**src/rtl/cacheline_burst_adaptor_pkg.sv**
```systemverilog
// Shared constants and FSM encoding for the cache-line <-> pmem burst adaptor.
// Ports: none (package). Default widths: 256-bit line, 64-bit beat.
// States are plain localparam constants so older code can compare raw 2-bit values.
package cacheline_burst_adaptor_pkg;

  localparam int CL_LINE_W  = 256;
  localparam int CL_BURST_W = 64;
  localparam int CL_ADDR_W  = 32;

  typedef logic [1:0] adaptor_state_t;

  localparam adaptor_state_t ST_IDLE = 2'd0;
  localparam adaptor_state_t ST_RD   = 2'd1;
  localparam adaptor_state_t ST_WR   = 2'd2;
  localparam adaptor_state_t ST_DONE = 2'd3;

endpackage

```
**src/rtl/cacheline_burst_adaptor.sv**
```systemverilog
// Purpose: turns one cache-line read/write into a BEATS-beat pmem burst (and reassembles reads).
// Latency: 1 accept cycle + BEATS burst_resp cycles + 1 DONE cycle (6 cycles zero-wait, request cycle = 1).
// Backpressure: pmem stalls by withholding burst_resp; one transaction in flight, requests ignored while busy.
// Ports: clk/rst_n; line_read/line_write/line_addr/line_wdata in, line_rdata/line_resp out (requester side);
//        burst_rdata/burst_resp in, burst_read/burst_write/burst_addr/burst_wdata out (pmem side).
module cacheline_burst_adaptor
  import cacheline_burst_adaptor_pkg::*;
#(
  parameter int LINE_W  = CL_LINE_W,   // must be an exact multiple of BURST_W
  parameter int BURST_W = CL_BURST_W,
  parameter int ADDR_W  = CL_ADDR_W
) (
  input  logic               clk,
  input  logic               rst_n,
  input  logic               line_read,
  input  logic               line_write,
  input  logic [ADDR_W-1:0]  line_addr,
  input  logic [LINE_W-1:0]  line_wdata,
  output logic [LINE_W-1:0]  line_rdata,
  output logic               line_resp,
  input  logic [BURST_W-1:0] burst_rdata,
  input  logic               burst_resp,
  output logic               burst_read,
  output logic               burst_write,
  output logic [ADDR_W-1:0]  burst_addr,
  output logic [BURST_W-1:0] burst_wdata
);

  localparam int BEATS = LINE_W / BURST_W;
  localparam int CNT_W = (BEATS > 1) ? $clog2(BEATS) : 1;
  localparam int OFF_W = $clog2(LINE_W / 8);
  localparam logic [CNT_W-1:0] LAST_BEAT = CNT_W'(BEATS - 1);

  adaptor_state_t    state;
  logic [CNT_W-1:0]  cnt;
  logic [LINE_W-1:0] line_buf;
  logic [LINE_W-1:0] rd_line;
  logic              last_beat;

  assign last_beat = (cnt == LAST_BEAT);

  // Buffer with the current beat merged in, so the final beat lands in
  // line_rdata on the same edge that moves the FSM to DONE.
  always_comb begin
    rd_line = line_buf;
    rd_line[cnt*BURST_W +: BURST_W] = burst_rdata;
  end

  // Write beats are indexed straight out of the latched line; no shifting.
  assign burst_wdata = (state == ST_WR) ? line_buf[cnt*BURST_W +: BURST_W] : '0;

  always_ff @(posedge clk or negedge rst_n) begin
    if (!rst_n) begin
      state       <= ST_IDLE;
      cnt         <= '0;
      line_buf    <= '0;
      line_rdata  <= '0;
      line_resp   <= 1'b0;
      burst_read  <= 1'b0;
      burst_write <= 1'b0;
      burst_addr  <= '0;
    end else begin
      line_resp <= 1'b0;
      case (state)
        ST_IDLE: begin
          if (line_read || line_write) begin
            burst_addr <= {line_addr[ADDR_W-1:OFF_W], {OFF_W{1'b0}}};
            cnt        <= '0;
            // Read wins when both requests are raised together.
            if (line_read) begin
              state      <= ST_RD;
              burst_read <= 1'b1;
            end else begin
              state       <= ST_WR;
              burst_write <= 1'b1;
              line_buf    <= line_wdata;
            end
          end
        end
        ST_RD: begin
          if (burst_resp) begin
            line_buf <= rd_line;
            if (last_beat) begin
              state      <= ST_DONE;
              cnt        <= '0;
              burst_read <= 1'b0;
              line_resp  <= 1'b1;
              line_rdata <= rd_line;
            end else begin
              cnt <= cnt + 1'b1;
            end
          end
        end
        ST_WR: begin
          if (burst_resp) begin
            if (last_beat) begin
              state       <= ST_DONE;
              cnt         <= '0;
              burst_write <= 1'b0;
              line_resp   <= 1'b1;
            end else begin
              cnt <= cnt + 1'b1;
            end
          end
        end
        default: begin
          // DONE: line_resp is high this cycle; requests are not looked at until IDLE.
          state <= ST_IDLE;
        end
      endcase
    end
  end

endmodule

```
**config.mk**
```make
export PLATFORM = sky130hd
export DESIGN_NAME = cacheline_burst_adaptor
export DESIGN_NICKNAME = d
export VERILOG_FILES = /design/src/rtl/cacheline_burst_adaptor_pkg.sv /design/src/rtl/cacheline_burst_adaptor.sv
export SDC_FILE = /design/constraint.sdc
export NUM_CORES = 1
export LEC_CHECK = 0
export CORE_AREA = 3 3 277 279
export DETAILED_ROUTE_END_ITERATION = 10
export DIE_AREA = 0 0 280 282
export GPL_ROUTABILITY_DRIVEN = 0
export HOLD_SLACK_MARGIN = 0.12
export PLACE_DENSITY_LB_ADDON = 0.05
export SLEW_MARGIN = 20
export SYNTH_ARGS = -nofsm -noshare
export SYNTH_HDL_FRONTEND = slang
export SYNTH_SLANG_ARGS = --single-unit
```
**constraint.sdc**
```tcl
create_clock -name clk -period 2.7 [get_ports clk]
set_input_delay 0.81 -clock clk [delete_from_list [all_inputs] [get_ports clk]]
set_output_delay 0.81 -clock clk [all_outputs]
set_load 0.05 [all_outputs]
```
==> results of run 1 <==
worst max-delay path by stage:
| stage | slack [ps] | cells past startpoint | to |
|---|---|---|---|
| after floorplan | 50 | 5 | burst_wdata[25] |
| after global placement | 110 | 8 | line_buf[153] |
| after detailed placement | 4 | 8 | line_rdata[162] |
| after CTS | -430 | 5 | burst_wdata[32] |
| after global routing | -440 | 5 | burst_wdata[43] |
| final | -380 | 5 | burst_wdata[48] |
cell type report:
type / count / area [um^2]
fillers: 6653 / 34910
diodes: 11 / 27.53
flip-flops and latches: 546 / 13670
repair buffers: 815 / 9079
multi-input cells: 2049 / 13280
clock inverters: 19 / 224.0
well taps: 969 / 1212
clock buffers: 103 / 2026
inverters: 6 / 22.52
routing by layer:
layer / part of all wire, % / vias to the layer above
met4: 3.3 / 14
met2: 47 / 1084
met1: 42 / 13030
li1: - / 11630
met3: 6.8 / 213
met5: 0.073 / -
metrics by stage:
step	utilization, %	cell area (um^2)	setup WS, ps	power (mW)
after CTS	52.89	39380	-427.1	49.88
final	53.11	39540	-377.1	49.88
after global placement	49.44	36810	109.0	39.61
after floorplan	-	28000	47.38	30.58
after detailed placement	49.44	36810	3.927	40.08
after global routing	53.10	39530	-442.6	52.57
worst register-to-register path, stage by stage (launching register included):
cell      delay (ps)
dfrtp_4          440
buf_12           180
inv_1            160
ha_4             350
and3b_4          370
buf_12           300
a31oi_1          260
a211oi_1         340
a21o_1           120
cell usage in the layout, fill, tap and decap left out, types with 4 or more instances in the layout:
master and instances:
nor2b_1 237, a21oi_1 111, buf_8 5, buf_4 65
diode_2 11, buf_6 22, o21ai_0 243, clkdlybuf4s50_1 594
nand2b_1 19, a2bb2oi_1 45, nor2_1 214, clkbuf_8 15
dlymetal6s2s_1 20, inv_1 6, nand3_1 22, a31oi_1 256
clkbuf_1 18, buf_16 5, clkinv_2 9, a211oi_1 192
conb_1 5, mux2_2 27, nand2_1 287, a21o_1 211
dfrtp_1 544, ha_4 5, ha_1 4, dlygate4sd2_1 14
inv_6 4, and2_1 16, mux4_2 64, and2_4 51
clkbuf_16 72, buf_12 88, a311oi_1 19, bufinv_16 4
timing repair:
item	4_1_cts	5_1_grt
hold buffers	0	0
setup buffers	7	0
gates cloned	1	2
setup endpoints to repair	79	137
gates resized for setup	104	28
cells in the mapped netlist, drive strengths merged (2+ instances only):
| cell type | number | area [um^2] |
|---|---|---|
| a211oi | 192 | 1441 |
| a21o | 212 | 1592 |
| a21oi | 111 | 555.5 |
| a22o | 3 | 26.28 |
| a2bb2oi | 45 | 394.1 |
| a311oi | 19 | 166.4 |
| a31oi | 256 | 1602 |
| and2 | 67 | 419.2 |
| buf | 135 | 694.4 |
| clkbuf | 157 | 589.3 |
| dfrtp | 546 | 13660 |
| ha | 10 | 125.1 |
| inv | 6 | 22.52 |
| mux2 | 27 | 304.0 |
| mux2i | 2 | 20.02 |
| mux4 | 64 | 1441 |
| nand2 | 287 | 1077 |
| nand2b | 20 | 132.6 |
| nand3 | 23 | 115.1 |
| nor2 | 214 | 803.3 |
| nor2b | 238 | 1489 |
| nor3b | 3 | 22.52 |
| o21ai | 244 | 1225 |
cell families after synthesis:
family / Yosys count
compound gates: 1084
simple gates: 857
flops: 546
buf+inv: 298
mux: 93
fa+ha+maj: 10
other cells: 1
power by group through the flow:
stage | sequential, mW | clock [mW] | combinational [mW]
finish | 13.9 | 9.31 | 26.6
global route | 14.3 | 9.82 | 28.5
CTS | 13.9 | 9.45 | 26.6
floorplan | 17.5 | 0 | 13.1
global placement | 13.8 | 0 | 25.8
detailed placement | 14.0 | 0 | 26.1
registers in the layout, indices dropped and copies added, names as in the netlist:
signal       cells
line_buf       256
burst_addr      27
burst_read       1
state            2
line_rdata     256
burst_write      1
line_resp        1
cnt              2
==> flow_summary.toml, run 1 <==
[floorplanning]
rows = 100
die_area_um2 = 78960
die_w_um = 280
initial_core_util_pct = 37.59
core-area_um2 = 74450
pin_count = 712
fp.dieH_um = 282

[sta]
maxSlewHeadroom_pct = 53.71
slew_viol_final = 0
fmax_mhz = 325.0
rsz0062_at_grt = "true"
period_minus_slack_ps = 3077
setup_ws_ps = -377.1
worst_pin_slew_ps = 694.3
fin_skew_ps = 14.27
setup_violations = 64
setup_tns_ps = -21680
hold_viol_final = 0
period_share_pct = 114.0
whs_ps = 118.6

[grt]
met2_usage_pct = 47.03
grt_use_total_pct = 28.92
antenna_found_initial = 21
top_usage_layer = "met2"
use_met3_pct = 6.020
grt_use_met1_pct = 38.56
grt_max_degree = 122
grt_remaining_overflow = 0
first_global_vias = 26290
grt_pass1_wl_um = 173200

[setup_path]
cpMaxStageDelayCell = "mux4_2"
critical_path.max_stage_delay_ps = 520
reg2reg_to = "line_buf[94]"
crit_chain = "buf_12 > buf_16 > mux4_2 > and2_4 > buf_6"
critPathBufInv = 3
r2r_start = "cnt[0]"
crit_start = "cnt[0]"
critPathArrivalTime_ps = 2270
endpoint_kind = "primary output"
required_ps = 1890
r2r_setup_slack_ps = 130
cp_max_fo = 12
crit_path_start_kind = "register"
cp_top_family = "multiplexers"
r2r_cells = 8
worst-setup-path-type = "register to primary output"

[clock_network]
h-tree-depth = 3
ctsLongestPathBuffers = 3
tritoncts = "built"
numCtsBuffers = 68
clkTransAtPathRegs_ps = 60
root_buffer = "clkbuf_16"
clock_latency_ps = 610
cts_sinks = 546

[placement]
io_buffers = 701
detailed_place_hpwl_um = 80870
place_inst = 4375

[layout]
drive_gt1_share_pct = 12.75
area_growth_pct = 41.29
nets = 3853
final_cells = 4518

[power_and_ir_drop]
ir_drop_v = 0.0007257
leakage_nw = 17.55
power_frac_comb_pct = 53.4
clock_power_share_pct = 18.7
power_density_nw_per_um2 = 1262
p_int_mw = 27.72
sw_frac_of_total_pct = 44.42
seq_power_share_pct = 27.9
switching_power_mw = 22.16

[route]
via_count = 25980
viasPerCell = 5.749
drc = 0
drt_iter0_drc = 2136
drtAntennaViolNets = 0
routedWlPerCell_um = 25.95
wirelength_um = 117200
first_pass_iters = 5

[synth]
seq_area_frac_synth_pct = 48.83
synth_cells = 2889
syn_area_um2 = 27980
async_flop_share_pct = 100.0
yosys_warnings = 0
synth-compound-area-share_pct = 25.08
synth_top_family_by_area = "compound AO/OA/AOI/OAI gates"
synth_edf_count = 0
ys.flop_type = "dfrtp_1"
yosys.area_share.simple_pct = 14.65
synthMuxAreaShare_pct = 6.309
synth_adder_area_share_pct = 0.4471
ys_seq_elements = 546
synth.distinct_cells = 35
synth_xor_area_share_pct = 0
avgSynthCellArea_um2 = 9.686

[run_status]
status = "complete, but fails checks"
violations = "negative setup slack"

[flow_run]
max_cap_viol_count = 0

[min_path]
hold_path.class = "input port to async pin"
No activity file was read; power rests on OpenSTA's default activity.
==> run 2, diff against run 1 <==
clock period = 2.6 ns   (was 2.7 ns; I/O delays follow)
==> run 2 against run 1 <==
  * The run still ends with negative setup slack left
  * Cell count fell by 0.27%
  * Setup slack got worse by 46 ps
  * Combinational power up 2%
  * Clock skew grew 2.5 ps
  * Critical endpoint is now burst_wdata[2]
==> flow_summary.toml, run 2 (synthesis gave the netlist of run 1 again) <==
[layout]
area_growth_pct = 40.37
final_cell_mix = "dfrtp_1, clkdlybuf4s50_1, nand2_1"
multiInputGateArea_um2 = 13320
seq_area_um2 = 13670
mostFrequentLayoutCell = "dfrtp_1"
nFillCells = 6744
design_area_um2 = 39280
largestRegisters = "line_buf (256), line_rdata (256), burst_addr (27)"
drive_gt1_share_pct = 13.39
nets = 3852

[grt]
grt_max_degree = 169
first_global_vias = 26000
grt_remaining_overflow = 0
antenna_found_initial = 15
grt_pass1_wl_um = 170500
grt_use_total_pct = 28.57

[sta]
hold_viol_final = 0
maxSlewHeadroom_pct = 41.31
fmax_mhz = 330.7
period_minus_slack_ps = 3023
rsz0062_at_grt = "true"
worst_pin_slew_ps = 880.3
setup_violations = 64
setup_ws_ps = -423.5
whs_ps = 468.4
slew_viol_final = 0
fin_skew_ps = 16.75
period_share_pct = 116.3

[route]
drtAntennaViolNets = 0
drc = 0
via_count = 26000
first_pass_iters = 5
drt_iter0_drc = 1802
viasPerCell = 5.771
wirelength_um = 117700
routedWlPerCell_um = 26.11

[min_path]
min_from = "line_rdata[120]"
hold_path_depth = 2
hold_path.class = "register to register"
min_to = "line_rdata[120]"

[clock_network]
root_buffer = "clkbuf_16"
tritoncts = "built"
numCtsBuffers = 67
h-tree-depth = 3
ctsLongestPathBuffers = 3
cts_sinks = 546
clkTransAtPathRegs_ps = 60
clock_latency_ps = 590

[setup_path]
worst-setup-path-type = "register to primary output"
cp_max_fo = 7
reg2reg_to = "line_buf[30]"
critPathArrivalTime_ps = 2240
r2r_start = "cnt[0]"
r2r_cells = 9
crit_path_start_kind = "register"
r2r_setup_slack_ps = 50
endpoint_kind = "primary output"
required_ps = 1820

[power_and_ir_drop]
ir_drop_v = 0.001031
power_density_nw_per_um2 = 1308
leakage_nw = 18.08
p_total_mw = 51.36

[floorplanning]
initial_core_util_pct = 37.59
die_w_um = 280
fp.dieH_um = 282
pin_count = 712
core-area_um2 = 74450
rows = 100
die_area_um2 = 78960

[run_status]
violations = "negative setup slack"
status = "complete, but fails checks"

[flow_run]
max_cap_viol_count = 0

[placement]
pre_cts_slack_ps = -3.718
detailed_place_hpwl_um = 79810
post_dp_cell_area_um2 = 36360
io_buffers = 701
==> run 2: changes by cell type in the layout (fill, tap and decap cells not counted), moves of 6 or more <==
cell             change
and2_1              -16
and2_4              +15
buf_12              -32
buf_4                -9
buf_6               +19
buf_8               +22
clkbuf_1             -9
clkbuf_8             +6
clkdlybuf4s50_1    -118
diode_2              -6
dlygate4sd2_1      +115
==> run 2: report_power, final <==
part	total (mW)	internal [mW]	leakage, nW	switching (mW)
clock network	9.61	5.83	1.12	3.78
registers	14.5	11.9	7.10	2.64
logic	27.2	10.7	9.86	16.6
total	51.4	28.4	18.1	23.0
==> run 2: worst max-delay path, cell delays in order, from the launching register on <==
cell and delay (ps):
dfrtp_4 450, buf_12 160, buf_16 170, mux4_2 530, and2_4 180, buf_8 140
==> run 2: per-stage QoR <==
step	instances	TNS, ps	util, %
floorplan	2893	0	-
global placement	4370	0	48.84
detailed placement	4370	-6.125	48.84
CTS	4499	-29280	52.56
global route	4506	-28400	52.76
finish	4506	-24270	52.76
==> run 2: worst max path at each step <==
stage                     cells after the start              end      start  slack (ps)
after global routing                          5   burst_wdata[1]     cnt[0]        -490
after global placement                        4  burst_wdata[53]     cnt[0]           1
final                                         5   burst_wdata[2]     cnt[0]        -420
after CTS                                     6  burst_wdata[20]     cnt[0]        -500
after floorplan                               5  burst_wdata[25]     cnt[0]          10
after detailed placement                      6    line_buf[119]  line_read          -4
==> run 2: what timing repair did <==
| action | CTS | global route |
|---|---|---|
| endpoints found under the hold margin | 21 | 0 |
| endpoints found under the setup margin | 193 | 112 |
| buffers inserted | 8 | 2 |
| hold buffers | 1 | 0 |
| pin swaps | 1 | 2 |
| cloned | 4 | 5 |
| resized for setup | 280 | 50 |
==> run 2: layout make-up <==
| cell class | instances | area share (%) |
|---|---|---|
| Clock inverter | 17 | 0.4905 |
| Tap cell | 969 | 3.087 |
| Antenna cell | 5 | 0.03185 |
| Timing Repair Buffer | 815 | 22.40 |
| Inverter | 6 | 0.06689 |
| Multi-Input combinational cell | 2049 | 33.90 |
| Sequential cell | 546 | 34.80 |
| Clock buffer | 99 | 5.218 |
==> run 2: layer usage <==
metal	track usage, %	vias to the layer above	wire length (um)
met5	0	-	92
met1	37.54	12990	48250
met2	45.91	1152	55750
li1	-	11600	-
met3	6.020	248	8691
met4	12.26	14	4872
